### src/rtl/ram_arbiter.sv
// Two-requester arbiter/sequencer for the single-port data RAM (A = control unit, B = debug/loader).
// Define RAM_ARB_ROUND_ROBIN_EN to alternate winners on ties; the default build gives A fixed priority.
module ram_arbiter #(
    parameter int DATA_W = 16,
    parameter int ADDR_W = 5,
    parameter int RD_LAT = 1
) (
    input  logic              clock,
    input  logic              reset,
    input  logic              req_a,
    input  logic              we_a,
    input  logic [ADDR_W-1:0] addr_a,
    input  logic [DATA_W-1:0] wdata_a,
    output logic              gnt_a,
    output logic              rvalid_a,
    output logic [DATA_W-1:0] rdata_a,
    input  logic              req_b,
    input  logic              we_b,
    input  logic [ADDR_W-1:0] addr_b,
    input  logic [DATA_W-1:0] wdata_b,
    output logic              gnt_b,
    output logic              rvalid_b,
    output logic [DATA_W-1:0] rdata_b,
    output logic [ADDR_W-1:0] ram_address,
    output logic [DATA_W-1:0] ram_data,
    output logic              ram_wren,
    input  logic [DATA_W-1:0] ram_q,
    output logic              busy
);

    // state | meaning
    // IDLE  | sample requests, latch the winner's access
    // ISSUE | access on the RAM pins, grant pulse to the winner
    // WAIT  | read latency countdown, capture ram_q on terminal count
    // RESP  | rvalid pulse to the winner
    typedef enum logic [1:0] {IDLE, ISSUE, WAIT, RESP} state_t;

    localparam int CNT_W = 2;

    state_t              state, state_n;
    logic [CNT_W-1:0]    cnt, cnt_n;
    logic                sel_b, sel_b_n;
    logic                op_we, op_we_n;
    logic                pick_b;
    logic                gnt_a_n, gnt_b_n, rvalid_a_n, rvalid_b_n, wren_n, busy_n;
    logic [ADDR_W-1:0]   addr_n;
    logic [DATA_W-1:0]   data_n, rdata_a_n, rdata_b_n;
`ifdef RAM_ARB_ROUND_ROBIN_EN
    logic                prio_b, prio_b_n;
`endif

    always_ff @(posedge clock or posedge reset) begin
        if (reset) begin
            state       <= IDLE;
            cnt         <= '0;
            sel_b       <= 1'b0;
            op_we       <= 1'b0;
            gnt_a       <= 1'b0;
            gnt_b       <= 1'b0;
            rvalid_a    <= 1'b0;
            rvalid_b    <= 1'b0;
            rdata_a     <= '0;
            rdata_b     <= '0;
            ram_address <= '0;
            ram_data    <= '0;
            ram_wren    <= 1'b0;
            busy        <= 1'b0;
`ifdef RAM_ARB_ROUND_ROBIN_EN
            prio_b      <= 1'b0;
`endif
        end else begin
            state       <= state_n;
            cnt         <= cnt_n;
            sel_b       <= sel_b_n;
            op_we       <= op_we_n;
            gnt_a       <= gnt_a_n;
            gnt_b       <= gnt_b_n;
            rvalid_a    <= rvalid_a_n;
            rvalid_b    <= rvalid_b_n;
            rdata_a     <= rdata_a_n;
            rdata_b     <= rdata_b_n;
            ram_address <= addr_n;
            ram_data    <= data_n;
            ram_wren    <= wren_n;
            busy        <= busy_n;
`ifdef RAM_ARB_ROUND_ROBIN_EN
            prio_b      <= prio_b_n;
`endif
        end
    end

    always_comb begin
        state_n    = state;
        cnt_n      = cnt;
        sel_b_n    = sel_b;
        op_we_n    = op_we;
        addr_n     = ram_address;
        data_n     = ram_data;
        wren_n     = 1'b0;
        gnt_a_n    = 1'b0;
        gnt_b_n    = 1'b0;
        rvalid_a_n = 1'b0;
        rvalid_b_n = 1'b0;
        rdata_a_n  = rdata_a;
        rdata_b_n  = rdata_b;
`ifdef RAM_ARB_ROUND_ROBIN_EN
        prio_b_n   = prio_b;
        pick_b     = req_b && (!req_a || prio_b);
`else
        pick_b     = req_b && !req_a;
`endif

        case (state)
            IDLE: begin
                if (req_a || req_b) begin
                    state_n = ISSUE;
                    sel_b_n = pick_b;
                    op_we_n = pick_b ? we_b : we_a;
                    addr_n  = pick_b ? addr_b : addr_a;
                    data_n  = pick_b ? wdata_b : wdata_a;
                    wren_n  = pick_b ? we_b : we_a;
                    gnt_a_n = !pick_b;
                    gnt_b_n = pick_b;
`ifdef RAM_ARB_ROUND_ROBIN_EN
                    // priority passes to whoever did not just win
                    prio_b_n = !pick_b;
`endif
                end
            end
            ISSUE: begin
                if (op_we) begin
                    state_n = IDLE;
                end else begin
                    state_n = WAIT;
                    cnt_n   = CNT_W'(RD_LAT);
                end
            end
            WAIT: begin
                cnt_n = cnt - CNT_W'(1);
                // counter hits zero on this edge: ram_q is valid now
                if (cnt == CNT_W'(1)) begin
                    state_n = RESP;
                    if (sel_b) begin
                        rdata_b_n  = ram_q;
                        rvalid_b_n = 1'b1;
                    end else begin
                        rdata_a_n  = ram_q;
                        rvalid_a_n = 1'b1;
                    end
                end
            end
            RESP: begin
                state_n = IDLE;
            end
            default: begin
                state_n = IDLE;
            end
        endcase

        busy_n = (state_n != IDLE);
    end

endmodule

### config.mk
export PLATFORM = sky130hd
export DESIGN_NAME = ram_arbiter
export DESIGN_NICKNAME = d
export VERILOG_FILES = /design/src/rtl/ram_arbiter.sv
export SDC_FILE = /design/constraint.sdc
export NUM_CORES = 1
export LEC_CHECK = 0
export ABC_AREA = 1
export ABC_CLOCK_PERIOD_IN_PS = 6740
export CAP_MARGIN = 20
export CORE_MARGIN = 4
export CORE_UTILIZATION = 45
export CTS_CLUSTER_SIZE = 28
export DETAILED_ROUTE_END_ITERATION = 12
export MAX_ROUTING_LAYER = met4
export PLACE_DENSITY = 0.88
export SLEW_MARGIN = 10
export SYNTH_ARGS = -nofsm -noshare
export SYNTH_HDL_FRONTEND = slang
export SYNTH_SLANG_ARGS = --single-unit
### constraint.sdc
create_clock -name clock -period 6.74 [get_ports clock]
set_input_delay 1.685 -clock clock [delete_from_list [all_inputs] [get_ports clock]]
set_output_delay 1.685 -clock clock [all_outputs]
set_load 0.05 [all_outputs]
==> qor.csv <==
stage,metric,value,unit
layout,Nets,531,
power,power per cell area,561,nW/um2
timing,Final Hold Viols,0,
synth,"FF+latch count, synth",65,
setup_path,Worst Path Required,6960,ps
layout,final std cells w/o fill,546,
synth,Synth Cell Area,2830,um2
synth,syn_nets,412,
clock_tree,post-CTS setup buffers,0,
timing,Slew headroom,44.0,%
clock_tree,# H-tree levels,3,
power,Comb pwr share,56.2,%
clock_tree,clock sinks,65,
timing,hold slack,477,ps
detailed_routing,vias after detailed routing,2690,
setup_path,r2r worst-path depth,7,
synth,Yosys warnings,0,
grt,largest net degree at the start of global routing,66,
layout,multi-input logic area,1060,um2
clock_tree,CTS tree,done,
setup_path,critical path's slowest cell,clkdlybuf4s50_1,
die,Die Y,87.3,um
power,Max IR drop VDD,369,uV
timing,Worst Tran Pin Value,837,ps
clock_tree,Root Buffer,clkbuf_8,
timing,Setup TNS,0,ps
synth,Synth Instances,347,
power,NetSw,1200,uW
setup_path,"Largest stage delay, worst path",1010,ps
setup_path,cell mode on critical path,nand2_1,
detailed_routing,met2 wire len,3430,um
setup_path,CP Class,in2reg,
run_status,status,finished with violations,
power,sequential power share,28.7,%
detailed_routing,Vias/cell,4.93,
detailed_routing,drc violations,1,
grt,All-Layer GR Usage,21.0,%
hold_path,Hold EP,ram_data[15],
clock_tree,Clock Latency Late Sink,330,ps
detailed_routing,DR WL met3,722,um
setup_path,crit start category,input port,
layout,Register Area,1630,um2
setup_path,r2r setup slk,4830,ps
detailed_routing,First DRT Iteration DRCs,95,
clock_tree,clk slew on worst S/H paths,70,ps
setup_path,WP data arrival,3790,ps
placed_design,I/O Buffers,122,
die,Core Area,6030,um2
setup_path,Critical Path End Type,flop,
die,Placement Rows,28,
power,leakage power,0.00218,uW
die,chip width,87.3,um
clock_tree,cts hold-fix bufs,0,
grt,first-pass GRT wire length,12200,um
detailed_routing,post-route ant nets,0,
placed_design,routability cong.,0.810,
grt,initial antenna violation count,0,
power,Clock power frac,15.1,%
timing,period utilization,52.9,%
timing,fin crit period,3570,ps
layout,Layout area overhead,51.3,%
layout,share of layout cells above drive strength 1,5.73,%
layout,Fillers,452,
timing,Final Setup Violations,0,
timing,f_max,280,MHz
synth,"Distinct cells, synth",21,
power,Sw Share,49.8,%
placed_design,placed insts,530,
clock_tree,Max clock buf depth,2,
hold_path,worst min-delay path category,reg2reg,
hold_path,hold wc startpoint,ram_data[15],
die,die footprint,7630,um2
synth,syn_area_per_cell,8.16,um2
placed_design,dpl hpwl,5290,um
setup_path,worst-path fanout max,24,
detailed_routing,DRT met1 WL,3300,um
grt,vias in the first global route,2618,
run_status,failing checks,DRC,
setup_path,worst path cell trace,clkdlybuf4s50_1 > nand2_1 > nand2_1 > nand2_1 > nand2_1 > nand2_1,
job,max cap viols,0,
setup_path,R2R Path Start,cnt[1],
clock_tree,post-cts sizing count,0,
detailed_routing,DR top layer,met4,
power,internal power,1210,uW
timing,RSZ-0062 raised after global routing,no,
hold_path,Hold Path Stages,2,
setup_path,worst reg2reg path endpoint,rdata_a[3],
layout,"commonest non-fill, non-tap cell in the layout",nand2_1,
timing,Max Transition Viols Final,0,
clock_tree,Num CTS Buffers,9,
die,Initial Util,47.0,%
detailed_routing,WL/cell,13.9,um
detailed_routing,drt total wl,7570,um
grt,grt total ovfl,0,
synth,sequential area share after synthesis,57.4,%
die,io pins,123,
layout,n_diodes,0,
layout,most frequent cells in the layout,"nand2_1 (197), clkdlybuf4s50_1 (122), dfrtp_1 (65), nand3_1 (43), inv_1 (10)",
detailed_routing,First-pass DRT Iterations,8,
timing,Clock Skew,4.28,ps
flip-flops by register name, indices dropped and copies added (netlist names):
name	count
ram_data	16
rdata_a	16
rdata_b	16
ram_address	5
cnt	2
state	2
busy	1
gnt_a	1
gnt_b	1
op_we	1
ram_wren	1
rvalid_a	1
rvalid_b	1
sel_b	1
power groups by stage:
stage | clock network (uW) | logic (uW) | registers, uW
finish | 362 | 1350 | 691
global route | 387 | 1430 | 712
CTS | 366 | 1360 | 690
detailed placement | 0 | 1350 | 693
global placement | 0 | 1330 | 687
floorplan | 0 | 319 | 1270
kinds of logic after synthesis:
group	after synthesis	share of synthesized area [%]
buffers and inverters	29	5.17
AO/OA/AOI/OAI	2	0.353
adder cells (fa/ha/maj)	1	0.442
flip-flops	65	57.4
AND/OR/NAND/NOR	250	36.6
worst max-delay path by stage:
| stage | startpoint | end | slack, ps | cells after the start |
|---|---|---|---|---|
| CTS | req_b | ram_data[5] | 3180 | 6 |
| global route | req_a | ram_data[15] | 2970 | 7 |
| global placement | req_b | ram_address[1] | 2950 | 6 |
| detailed placement | req_b | ram_data[8] | 2830 | 6 |
| floorplan | reset | busy | 3430 | 1 |
| finish | req_b | ram_data[0] | 3170 | 6 |
worst max-delay path: cells and delay by family:
kind	cells	cell delay, ps
buffers and inverters	1	1010
and+or+nand+nor	5	1080
final cells by class:
cell class | instances | share of cell area, %
sequential | 65 | 38.0
timing repair buffer | 123 | 28.7
multi-input combinational | 253 | 24.7
clock buffer | 9 | 2.89
clock inverter | 7 | 2.22
tap | 75 | 2.19
inverter | 14 | 1.34
cells in the mapped netlist:
master    number  share of area [%]
a21oi_1        1               0.18
buf_1          2               0.27
buf_2          8                1.4
buf_4          1               0.27
buf_6          1               0.40
buf_8          1               0.53
clkbuf_1       2               0.27
dfrtp_1       65                 57
ha_1           1               0.44
inv_1         11                1.5
inv_2          2               0.27
inv_6          1               0.31
nand2_1      197                 26
nand2_2        1               0.22
nand2_4        2               0.80
nand3_1       43                7.6
nor2_1         4               0.53
nor2_2         1               0.22
nor2_4         1               0.40
nor2_8         1               0.71
o21ai_0        1               0.18
stage by stage:
step / cell area [um2] / setup slack [ps] / power [uW] / util [%]
final: 4280 / 3170 / 2400 / 71.1
after global routing: 4280 / 2970 / 2530 / 71.1
after CTS: 4280 / 3180 / 2420 / 71.1
after detailed placement: 4070 / 2830 / 2050 / 67.5
after global placement: 4070 / 2950 / 2020 / 67.5
after floorplan: 2830 / 3430 / 1580 / -
metal layers:
layer / up-vias / GRT usage [%]
li1: 1314 / -
met5: - / -
met3: 11 / 5.68
met4: 0 / 7.53
met2: 139 / 32.7
met1: 1226 / 26.3
No activity file was read; power rests on OpenSTA's default activity.
